**config.mk**
```make
export PLATFORM = sky130hd
export DESIGN_NAME = keypad_matrix_scanner
export DESIGN_NICKNAME = d
export VERILOG_FILES = /design/src/rtl/keypad_defs.sv /design/src/rtl/key_event_fifo.sv /design/src/rtl/keypad_matrix_scanner.sv
export SDC_FILE = /design/constraint.sdc
export NUM_CORES = 1
export LEC_CHECK = 0
export BUFFER_PORTS_ARGS = -buffer_cell sky130_fd_sc_hd__buf_2
export CAP_MARGIN = 5
export CORE_ASPECT_RATIO = 0.75
export CORE_MARGIN = 4
export CORE_UTILIZATION = 61
export DETAILED_ROUTE_END_ITERATION = 10
export PLACE_DENSITY = 0.79
export RECOVER_POWER = 50
export SLEW_MARGIN = 20
export SYNTH_ARGS = -nofsm -noshare
export SYNTH_HDL_FRONTEND = slang
export SYNTH_SLANG_ARGS = --single-unit
```
**constraint.sdc**
```tcl
create_clock -name clk -period 3.7 [get_ports clk]
set_input_delay 0.74 -clock clk [delete_from_list [all_inputs] [get_ports clk]]
set_output_delay 0.74 -clock clk [all_outputs]
set_load 0.005 [all_outputs]
```
**src/rtl/keypad_defs.sv**
```systemverilog
// Shared definitions for the keypad scanner: FSM states and event layout.
// An event word is {release, code}; release sits just above the key code.
package keypad_defs;

    typedef enum logic [1:0] {
        SCAN = 2'd0,
        EVAL = 2'd1,
        EMIT = 2'd2
    } scan_state_t;

    function automatic int code_width(input int rows, input int cols);
        return $clog2(rows * cols);
    endfunction

    function automatic int evt_width(input int rows, input int cols);
        return code_width(rows, cols) + 1;
    endfunction

endpackage

```
**src/rtl/key_event_fifo.sv**
```systemverilog
// First-word fall-through event FIFO with a registered empty flag.
// A push into a full FIFO succeeds only when a pop frees a slot that cycle.
module key_event_fifo #(
    parameter int WIDTH = 5,
    parameter int DEPTH = 4
) (
    input  logic             clk,
    input  logic             rst,
    input  logic             push,
    input  logic [WIDTH-1:0] push_data,
    input  logic             pop,
    output logic [WIDTH-1:0] pop_data,
    output logic             valid,
    output logic             empty,
    output logic             drop
);

    localparam int AW = $clog2(DEPTH);

    logic [WIDTH-1:0] mem [DEPTH];
    logic [AW-1:0]    wr_q;
    logic [AW-1:0]    rd_q;
    logic [AW:0]      count_q;
    logic [AW:0]      count_d;
    logic             empty_q;
    logic             full;
    logic             do_push;
    logic             do_pop;

    assign full    = count_q == (AW+1)'(DEPTH);
    assign do_pop  = pop && !empty_q;
    assign do_push = push && (!full || do_pop);
    assign drop    = push && full && !do_pop;

    always_comb begin
        count_d = count_q;
        unique case ({do_push, do_pop})
            2'b10:   count_d = count_q + 1'b1;
            2'b01:   count_d = count_q - 1'b1;
            default: count_d = count_q;
        endcase
    end

    always_ff @(posedge clk or negedge rst) begin
        if (!rst) begin
            wr_q    <= '0;
            rd_q    <= '0;
            count_q <= '0;
            empty_q <= 1'b1;
        end else begin
            if (do_push) wr_q <= wr_q + 1'b1;
            if (do_pop)  rd_q <= rd_q + 1'b1;
            count_q <= count_d;
            empty_q <= count_d == '0;
        end
    end

    always_ff @(posedge clk) begin
        if (do_push) mem[wr_q] <= push_data;
    end

    // Head is forced to zero while empty so stale entries never show.
    assign pop_data = empty_q ? '0 : mem[rd_q];
    assign valid    = !empty_q;
    assign empty    = empty_q;

endmodule

```
**src/rtl/keypad_matrix_scanner.sv**
```systemverilog
// Matrix keypad scanner: row scan, whole-frame debounce, press/release
// event generation into a FWFT FIFO drained by the CPU.
module keypad_matrix_scanner
    import keypad_defs::*;
#(
    parameter int ROWS            = 4,
    parameter int COLS            = 4,
    parameter int SETTLE_CYCLES   = 4,
    parameter int DEBOUNCE_FRAMES = 3,
    parameter int FIFO_DEPTH      = 4
) (
    input  logic                            clk,
    input  logic                            rst,
    input  logic [COLS-1:0]                 col_in,
    output logic [ROWS-1:0]                 row_out,
    output logic                            rd_valid,
    output logic [$clog2(ROWS*COLS)-1:0]    rd_code,
    output logic                            rd_release,
    input  logic                            rd_en,
    output logic                            int_n,
    output logic                            overflow,
    input  logic                            ovf_clr
);

    localparam int N      = ROWS * COLS;
    localparam int CODE_W = code_width(ROWS, COLS);
    localparam int EVT_W  = evt_width(ROWS, COLS);
    localparam int RW     = $clog2(ROWS);
    localparam int SW     = $clog2(SETTLE_CYCLES);
    localparam int STW    = $clog2(DEBOUNCE_FRAMES + 1);

    localparam logic [RW-1:0]     LAST_ROW    = RW'(ROWS - 1);
    localparam logic [SW-1:0]     LAST_SETTLE = SW'(SETTLE_CYCLES - 1);
    localparam logic [CODE_W-1:0] LAST_KEY    = CODE_W'(N - 1);
    localparam logic [STW-1:0]    DEB_MAX     = STW'(DEBOUNCE_FRAMES);

    scan_state_t       state_q;
    scan_state_t       state_d;
    logic [RW-1:0]     row_q;
    logic [SW-1:0]     settle_q;
    logic [CODE_W-1:0] k_q;
    logic [STW-1:0]    stable_q;
    logic [STW-1:0]    stable_inc;
    logic [N-1:0]      frame_q;
    logic [N-1:0]      cand_q;
    logic [N-1:0]      deb_q;
    logic              last_settle;
    logic              last_row;
    logic              last_key;
    logic              accept;
    logic              push;
    logic [EVT_W-1:0]  push_evt;
    logic [EVT_W-1:0]  head;
    logic              drop;
    logic              overflow_q;

    assign last_settle = settle_q == LAST_SETTLE;
    assign last_row    = row_q == LAST_ROW;
    assign last_key    = k_q == LAST_KEY;
    assign stable_inc  = (stable_q == DEB_MAX) ? stable_q : stable_q + 1'b1;
    assign accept      = (frame_q == cand_q) &&
                         (stable_inc == DEB_MAX) &&
                         (cand_q != deb_q);

    always_ff @(posedge clk or negedge rst) begin
        if (!rst) state_q <= SCAN;
        else      state_q <= state_d;
    end

    always_comb begin
        state_d = state_q;
        unique case (state_q)
            SCAN:    if (last_settle && last_row) state_d = EVAL;
            EVAL:    state_d = accept ? EMIT : SCAN;
            EMIT:    if (last_key) state_d = SCAN;
            default: state_d = SCAN;
        endcase
    end

    always_comb begin
        row_out  = '0;
        push     = 1'b0;
        push_evt = '0;
        unique case (state_q)
            SCAN: row_out[row_q] = 1'b1;
            EMIT: begin
                row_out[0] = 1'b1;
                push       = cand_q[k_q] != deb_q[k_q];
                push_evt   = {~cand_q[k_q], k_q};
            end
            default: row_out[0] = 1'b1;
        endcase
    end

    always_ff @(posedge clk or negedge rst) begin
        if (!rst) begin
            row_q    <= '0;
            settle_q <= '0;
            k_q      <= '0;
            stable_q <= '0;
            frame_q  <= '0;
            cand_q   <= '0;
            deb_q    <= '0;
        end else begin
            unique case (state_q)
                SCAN: begin
                    if (last_settle) begin
                        settle_q <= '0;
                        row_q    <= last_row ? '0 : row_q + 1'b1;
                        for (int r = 0; r < ROWS; r++) begin
                            if (row_q == RW'(r))
                                frame_q[r*COLS +: COLS] <= col_in;
                        end
                    end else begin
                        settle_q <= settle_q + 1'b1;
                    end
                end
                EVAL: begin
                    k_q <= '0;
                    // Any difference restarts the stability count.
                    if (frame_q != cand_q) begin
                        cand_q   <= frame_q;
                        stable_q <= STW'(1);
                    end else begin
                        stable_q <= stable_inc;
                    end
                end
                EMIT: begin
                    if (last_key) begin
                        k_q   <= '0;
                        deb_q <= cand_q;
                    end else begin
                        k_q <= k_q + 1'b1;
                    end
                end
                default: ;
            endcase
        end
    end

    always_ff @(posedge clk or negedge rst) begin
        if (!rst)         overflow_q <= 1'b0;
        else if (drop)    overflow_q <= 1'b1;
        else if (ovf_clr) overflow_q <= 1'b0;
    end

    key_event_fifo #(
        .WIDTH (EVT_W),
        .DEPTH (FIFO_DEPTH)
    ) u_fifo (
        .clk       (clk),
        .rst       (rst),
        .push      (push),
        .push_data (push_evt),
        .pop       (rd_en),
        .pop_data  (head),
        .valid     (rd_valid),
        .empty     (int_n),
        .drop      (drop)
    );

    assign rd_code    = head[CODE_W-1:0];
    assign rd_release = head[CODE_W];
    assign overflow   = overflow_q;

endmodule

```
# Word level (Yosys, flattened, before mapping)
# Memories as Yosys holds them, arrays and structs flattened.
# Cells that the tools add are included.
[totals]
mem_bits_rw = 20
reg_bits = 69
wordCells = 98
mem_count = 1
out_inout_bits = 12
[memory_table]
columns = ["name", "words", "width", "read_ports", "rd_clocked_by_memory_dff", "write_ports", "line", "rtl"]
rows = [
  ["u_fifo.mem", 4, 5, 1, 0, 1, "key_event_fifo.sv:20", "logic [WIDTH-1:0] mem [DEPTH];"],
]
[classes]
n_eq_ne = 18
n_reduce_logical = 25
bitwise_logic = 1
add_sub_neg = 8
order_cmp = 3
muxes = 26
[ops]
columns = ["cell", "count"]
rows = [
  ["!= test 16 bit", 2],
  ["equality test 16 bit", 1],
  ["equality test 2 bit (second input constant)", 7],
  ["2-to-1 mux 2 bit", 7],
  ["AND reduction 3 bit", 4],
  ["adder 2 x 1 -> 2 bit (second input constant)", 5],
  ["2-to-1 mux 5 bit", 2],
  ["2-to-1 mux 1 bit", 9],
  ["binary-select mux 1 bit (select 4 bit)", 2],
  ["logical AND 1 bit", 8],
  ["case mux 4 bit (2 select lines)", 1],
  ["AND reduction 2 bit", 4],
  ["equality test 2 x 1 -> 1 bit (second input constant)", 3],
  ["case mux 2 bit (3 select lines)", 1],
  ["case mux 3 bit (2 select lines)", 1],
  ["less-than comparator 4 x 5 -> 1 bit (second input constant)", 1],
  ["adder 4 x 1 -> 4 bit (second input constant)", 1],
  ["equality test 4 bit (second input constant)", 1],
  ["logical NOT 2 bit", 2],
  ["2-to-1 mux 4 bit", 1],
  ["!= test 2 bit (second input constant)", 2],
  ["nonzero test 2 bit", 2],
  ["adder 3 x 1 -> 3 bit (second input constant)", 1],
  ["equality test 3 bit (second input constant)", 1],
  ["10 further kinds", 12],
]

# Longest topological paths before layout
# Gate-level depths: netlist (run 1).
[depth]
word_depth = 8
depth_mapped = 13

# Cells and area by module
# From an unflattened synthesis (run 1), not the netlist that was laid out.
[unflattened]
hier_cells = 313
hier_area_um2 = 4411.7
[by_module_without_submodules]
columns = ["module", "cells_per_inst", "instances", "area_per_inst_um2", "seq_area_each_um2"]
rows = [
  ["keypad_matrix_scanner", 239, 1, 3163.0, 1526.5],
  ["key_event_fifo", 74, 1, 1248.7, 802.0],
]

# Worst setup path before layout (run 1)
# No wires, ideal clock.
[synth_timing]
path_kind = "reg2reg"
from = "register k_q[0]"
to = "register u_fifo.empty_q (netlist: u_fifo.empty)"
slack_ps = 769
path_stages_with_launch = 13
t_arrival_ps = 2826
required_time_ps = 3595
path_buffers = 2
path_cell_list = "dfrtp_1 > buf_2 > mux4_2 > mux2i_1 > xor2_1 > o2bb2ai_4 > buf_4 > nor2_1 > fa_1 > xnor2_1 > nor3b_1 > mux2i_1 > o41ai_1"
[synth_via]
elab_chain_len = 8
[synth_rtl]
columns = ["element", "line", "rtl"]
rows = [
  ["start, declared", "keypad_matrix_scanner.sv:41", "logic [CODE_W-1:0] k_q;"],
  ["start signal, assigned", "keypad_matrix_scanner.sv:133", "k_q <= k_q + 1'b1;"],
  ["binary-select mux 1 bit (select 4 bit)", "keypad_matrix_scanner.sv:88", "push = cand_q[k_q] != deb_q[k_q];"],
  ["2-to-1 mux 1 bit (not written as such)", "keypad_matrix_scanner.sv:88", ""],
  ["!= test 1 bit *", "keypad_matrix_scanner.sv:88", ""],
  ["2-to-1 mux 1 bit *", "keypad_matrix_scanner.sv:84", "unique case (state_q)"],
  ["logical AND 1 bit *", "key_event_fifo.sv:32", "assign do_push = push && (!full || do_pop);"],
  ["equality test 2 x 1 -> 1 bit / equality test 2 bit (equally long branches)", "key_event_fifo.sv:37", "unique case ({do_push, do_pop})"],
  ["case mux 3 bit (2 select lines) *", "key_event_fifo.sv:37", ""],
  ["logical NOT 3 bit *", "key_event_fifo.sv:54", "empty_q <= count_d == '0;"],
  ["end signal, assigned", "key_event_fifo.sv:49", "empty_q <= 1'b1;"],
  ["end signal, assigned", "key_event_fifo.sv:54", ""],
  ["end, declared", "key_event_fifo.sv:25", "logic empty_q;"],
]
# Every way passes the cells marked *; elsewhere a longest branch is shown, timed or not. The select of a mux whose other input is x is not followed.
# A chain may end at the register's enable or synchronous reset.

# Worst setup path after layout (run 1)
[layout_timing]
from = "register k_q[2]"
to = "register u_fifo.empty_q (netlist: u_fifo.empty)"
# Same word-level chain as after synthesis.

==> results.py, run 1 <==
metrics = {
    "worst_setup_path": {
        "r2r_start": "k_q[2]",
        "cpPeakStageDelay_ps": 720,
        "path_cells": "mux4_2, mux2i_1, xnor2_1, o2bb2ai_4, nor2_1, fa_1, xnor2_1, nor3b_1, mux2i_1, o41ai_1",
        "worstReg2RegEnd": "u_fifo.empty",
        "reg2reg_setup_slack_ps": 280,
        "crit_slowest_cell": "dfrtp_1",
        "startpoint_type": "flop",
        "crit_arrival_ps": 3670,
        "path_class": "flop to flop",
        "crit_required_ps": 3950,
        "reg2reg_depth": 10,
        "path_max_fanout": 14,
        "cp-end-kind": "flop",
    },
    "logic_synthesis": {
        "avgSynthCellArea_sq_um": 13.4,
        "synth_area_sq_mm": 0.00442,
        "synth_cell_types": 36,
        "synth_warnings": 0,
        "yosysSeqAreaShare": 0.526,
        "ys_ff_latch": 89,
        "synthCells": 329,
        "syn_nets": 351,
    },
    "outcome": {
        "violations": "capacitance limit, slew limit",
        "status": "finished, violations left",
    },
    "sta": {
        "grt_setup_unrepaired": "no",
        "maxSlewHeadroom": -0.312,
        "finalHoldViolations": 0,
        "tightest_slew_ps": 1970,
        "setup_viol": 0,
        "clock_skew_ps": 8.50,
        "finalCritPeriodShare": 0.925,
        "slew_violations": 39,
        "clock.fmax_mhz": 292,
        "finalSetupTns_ps": 0,
        "min_period_ps": 3420,
    },
    "clock_network": {
        "cts.hold.buffers_added": 0,
        "clk_path_buf_depth": 2,
        "path_clk_slew_ps": 90,
        "cts_tree": "yes",
        "htreeDepth": 3,
        "post_cts.repair.setup_buffers": 0,
        "cts_made_buffers": 9,
        "cts_sinks": 89,
        "worstSkewPairLatency_ps": 360,
        "cts_root_buffer": "clkbuf_8",
        "post_cts_resize_count": 0,
    },
    "grt": {
        "grtUsageTotal": 0.205,
        "grt_pass1_wl_mm": 13.6,
        "grt_antenna_before_repair": 0,
        "overflow": 0,
        "grt_pass1_vias": 2637,
        "grt_max_degree": 39,
    },
    "power": {
        "comb_power_share": 0.110,
        "leakage_uw": 0.00205,
        "ir_drop_v": 0.000242,
        "p_int_uw": 1550,
        "p_sw_frac": 0.266,
        "totalPowerFinal_uw": 2110,
        "seqPwrFrac": 0.541,
        "power.density_mw_per_mm2": 437,
        "p_switching_uw": 561,
        "clkPwrFrac": 0.349,
    },
    "placed_design": {
        "dp_hpwl_mm": 5.71,
        "port_buffers": 19,
        "gp_congestion": 0.835,
    },
    "finish": {
        "fin_nets": 372,
        "diodes": 0,
        "areaGrowthSynthToFinish_pct": 8.91,
        "drive_gt1_frac": 0.282,
        "most-common-layout-cells": "dfrtp_1 (68), mux2_2 (51), xnor2_1 (22)",
        "final_common_cell": "dfrtp_1",
    },
    "routing": {
        "drc": 0,
        "ant_nets": 0,
        "vias": 2600,
        "wl_per_cell_um": 17.0,
        "first_iter_violations": 126,
        "detail_route.wirelength_mm": 7.70,
        "viasPerCell": 5.74,
        "first_pass_iters": 4,
    },
    "die": {
        "floorplan.initialDensity": 0.638,
        "dieArea_sq_mm": 0.00869,
        "dieWidth_um": 106,
        "boundaryPins": 20,
        "rows": 26,
        "core_region_area_sq_mm": 0.00693,
        "dieHeight_um": 81.7,
    },
    "job": {
        "cap_violations": 1,
    },
    "hold_path": {
        "min_from": "settle_q[1]",
        "hold_end": "settle_q[1]",
        "whs_path_depth": 1,
        "hold_class": "flop to flop",
    },
}
-- state kept, by name, summed over array words and instances (netlist names), 3 cells and up --
signal	count
frame_q	16
k_q	4
u_fifo.count_q	3
cand_q	16
deb_q	16
u_fifo.mem	20
-- power groups by stage --
stage / registers, uW / logic [uW] / clock network [uW]
2_1_floorplan: 1110 / 221 / 0
3_3_place_gp: 1160 / 226 / 0
3_5_place_dp: 1160 / 235 / 0
4_1_cts: 1140 / 236 / 747
5_1_grt: 1150 / 263 / 796
6_report: 1140 / 233 / 735
-- how the worst max path moves through the flow --
stage / endpoint / start / slack, ps / cells past startpoint
floorplan: u_fifo.empty / k_q[0] / 770 / 12
global placement: u_fifo.empty / k_q[2] / 500 / 10
detailed placement: u_fifo.empty / k_q[2] / 310 / 10
CTS: u_fifo.empty / k_q[2] / 300 / 10
global route: u_fifo.empty / k_q[2] / 30 / 10
finish: u_fifo.empty / k_q[2] / 280 / 10
-- stage by stage --
step	worst slack (ps)	hold slack, ps	cells	cell area (sq um)	utilization
final	279	521	453	4820	0.695
after global routing	31.7	540	453	4820	0.695
after CTS	298	495	453	4830	0.697
after detailed placement	313	505	437	4600	0.664
after global placement	498	493	437	4600	0.664
after floorplan	769	444	329	4420	-
-- layout make-up --
class                           count  area, sq um
Sequential cell                    89         2330
Fill cell                         489         2110
Clock buffer                       10          149
Multi-Input combinational cell    218         2000
Tap cell                           98          123
Clock inverter                      6         77.6
Inverter                           11         41.3
Timing Repair Buffer               21          100
-- cell usage after synthesis --
cell	n	area, sq um
clkbuf_1	6	22.5
nor2_1	10	37.5
nor3b_1	2	15.0
a31o_2	1	8.76
a21o_1	1	7.51
nand4_1	6	37.5
buf_1	1	3.75
buf_4	1	7.51
mux2_2	51	574
mux2_1	1	11.3
dfrtp_1	68	1700
o21a_1	2	15.0
mux2i_1	8	80.1
buf_6	1	11.3
dfstp_2	1	26.3
nor3_1	6	30.0
nand2_1	14	52.6
nand2b_1	3	18.8
nor4_1	5	31.3
xnor2_1	22	193
ha_1	13	163
mux4_2	13	293
fa_1	1	20.0
a21oi_1	4	20.0
and2_1	11	68.8
o41ai_1	1	8.76
a31oi_1	1	6.26
and3_1	4	25.0
o21ai_0	9	45.0
o2bb2ai_4	1	27.5
nor2b_1	1	6.26
xor2_1	18	158
inv_1	11	41.3
buf_2	2	10.0
edfxtp_1	20	601
nand3_1	9	45.0
-- layer usage --
metal,GRT usage,vias to the layer above,wire [um]
met5,0,-,0
met4,0.0543,0,76
met3,0.0463,9,381
met2,0.312,61,3440
met1,0.302,1307,3810
li1,-,1223,-
-- cell families (layout without fill, tap and decap cells) --
group                      count (synthesis)  in the layout  synth area share
DFF                                       89             89             0.526
muxes                                     73             73             0.217
and+or+nand+nor                           71             71            0.0832
xor gates and xnor gates                  40             40            0.0792
buffers and inverters                     22             48            0.0218
AOI/OAI and AO/OA                         20             20            0.0314
adders and majority gates                 14             14            0.0413
-- worst max-delay path, delay by kind of cell, from the launching register on --
kind	cells	cell delay, ps
and+or+nand+nor	2	330
DFF	1	720
xor gates and xnor gates	2	390
muxes	3	950
adders and majority gates	1	480
AOI/OAI and AO/OA	2	450
(Power assumes the default switching activity.)
==> inputs of run 2 (changes only) <==
--- a/config.mk
+++ b/config.mk
@@ -9,9 +9,9 @@
 export CAP_MARGIN = 5
 export CORE_ASPECT_RATIO = 0.75
 export CORE_MARGIN = 4
-export CORE_UTILIZATION = 61
+export CORE_UTILIZATION = 55
 export DETAILED_ROUTE_END_ITERATION = 10
-export PLACE_DENSITY = 0.79
+export PLACE_DENSITY = 0.72
 export RECOVER_POWER = 50
 export SLEW_MARGIN = 20
 export SYNTH_ARGS = -nofsm -noshare
==> results.py, run 2 (synthesis results as in run 1) <==
metrics = {
    "routing": {
        "wl_per_cell_um": 16.7,
        "vias": 2575,
        "drc": 0,
        "detail_route.wirelength_mm": 7.70,
        "viasPerCell": 5.60,
        "ant_nets": 0,
        "first_pass_iters": 4,
        "first_iter_violations": 107,
    },
    "outcome": {
        "violations": "capacitance limit, slew limit",
        "status": "finished, violations left",
    },
    "power": {
        "power.density_mw_per_mm2": 415,
        "leakage_uw": 0.00202,
        "totalPowerFinal_uw": 1980,
        "ir_drop_v": 0.000274,
    },
    "finish": {
        "regMostFlops": "u_fifo.mem",
        "drive_gt1_frac": 0.282,
        "final_common_cell": "dfrtp_1",
        "areaGrowthSynthToFinish_pct": 8.03,
        "most-common-layout-cells": "dfrtp_1 (68), mux2_2 (51), xnor2_1 (22)",
        "diodes": 0,
        "fin_nets": 372,
        "largest_reg_flops": 20,
        "final-instance-count-excl-fill": 460,
    },
    "placed_design": {
        "port_buffers": 19,
        "dp_slack_ps": 402,
        "dp_hpwl_mm": 5.73,
        "gp_congestion": 0.800,
        "placed_cells": 444,
    },
    "clock_network": {
        "post_cts_resize_count": 0,
        "cts_sinks": 89,
        "htreeDepth": 3,
        "cts_made_buffers": 9,
        "path_clk_slew_ps": 100,
        "cts_root_buffer": "clkbuf_8",
        "cts_tree": "yes",
        "post_cts.repair.setup_buffers": 0,
        "clk_path_buf_depth": 2,
        "worstSkewPairLatency_ps": 350,
        "cts.hold.buffers_added": 0,
    },
    "die": {
        "dieArea_sq_mm": 0.00956,
        "dieHeight_um": 85.7,
        "dieWidth_um": 112,
        "rows": 28,
        "boundaryPins": 20,
        "core_region_area_sq_mm": 0.00785,
        "floorplan.initialDensity": 0.564,
    },
    "sta": {
        "clock.fmax_mhz": 298,
        "min_period_ps": 3360,
        "setup_viol": 0,
        "clock_skew_ps": 10.5,
        "tightest_slew_ps": 2330,
        "maxSlewHeadroom": -0.555,
        "worst_slack_ps": 341,
        "holdWs_ps": 508,
        "slew_violations": 45,
        "grt_setup_unrepaired": "no",
        "finalCritPeriodShare": 0.908,
        "finalSetupTns_ps": 0,
        "finalHoldViolations": 0,
    },
    "worst_setup_path": {
        "reg2reg_setup_slack_ps": 340,
        "crit_arrival_ps": 3610,
        "cpPeakStageDelay_ps": 690,
        "crit_required_ps": 3950,
        "startpoint_type": "flop",
        "r2r_start": "k_q[2]",
        "cp-end-kind": "flop",
        "reg2reg_depth": 10,
        "setup.worst_path.end": "u_fifo.empty",
        "crit_slowest_cell": "dfrtp_1",
        "path_class": "flop to flop",
        "path_cells": "mux4_2, mux2i_1, xnor2_1, o2bb2ai_4, nor2_1, fa_1, xnor2_1, nor3b_1, mux2i_1, o41ai_1",
        "worstSetupStartpoint": "k_q[2]",
        "worstReg2RegEnd": "u_fifo.empty",
        "path_max_fanout": 14,
    },
    "grt": {
        "grt_pass1_vias": 2590,
        "grtUsageTotal": 0.179,
        "grt_pass1_wl_mm": 13.3,
        "overflow": 0,
        "grt_max_degree": 45,
        "grt_antenna_before_repair": 0,
    },
    "job": {
        "cap_violations": 1,
    },
    "hold_path": {
        "hold_class": "flop to flop",
        "min_from": "u_fifo.count_q[1]",
    },
}
run 2: changes by cell type in the layout (fill, tap and decap cells not counted):
cell        change
inv_8           -2
buf_2           +1
bufinv_16       -1
clkbuf_16       -1
clkinv_4        +1
clkinvlp_4      +1
inv_6           +1
run 2: per-stage QoR:
step                       util  instance area, sq um
final                     0.609                  4780
after global routing      0.609                  4780
after CTS                 0.610                  4790
after detailed placement  0.587                  4610
after global placement    0.587                  4610
after floorplan               -                  4420
run 2: worst min-delay path by stage:
stage / endpoint / slack, ps / cells past startpoint
finish: u_fifo.empty / 510 / 1
global route: u_fifo.empty / 550 / 1
CTS: frame_q[11] / 370 / 2
detailed placement: u_fifo.empty / 500 / 1
global placement: u_fifo.empty / 500 / 1
floorplan: cand_q[0] / 440 / 0
run 2: metal layers:
metal	vias to the layer above	track usage	share of wire
li1	1235	-	-
met1	1291	0.266	0.52
met2	39	0.265	0.44
met3	10	0.0374	0.030
met4	0	0.0575	0.014
met5	-	0	0
run 2: area by class of cell:
cell class | instances | area [sq um]
Clock buffer | 10 | 128
Sequential cell | 89 | 2330
Fill cell | 619 | 3070
Clock inverter | 6 | 50.0
Tap cell | 105 | 131
Multi-Input combinational cell | 218 | 2000
Inverter | 11 | 41.3
Timing Repair Buffer | 21 | 101
run 2: critical path, delay by kind of cell (launching register included):
family | cells | cell delay [ps]
and+or+nand+nor | 2 | 330
muxes | 3 | 920
AOI/OAI and AO/OA | 2 | 450
adders and majority gates | 1 | 460
xor gates and xnor gates | 2 | 380
DFF | 1 | 690
run 2: report_power, final:
part | internal, uW | leakage [uW] | switching, uW
combinational | 129 | 0.000865 | 99.4
sequential | 1050 | 0.00107 | 92.1
clock | 253 | 0.0000839 | 360
total | 1430 | 0.00202 | 552
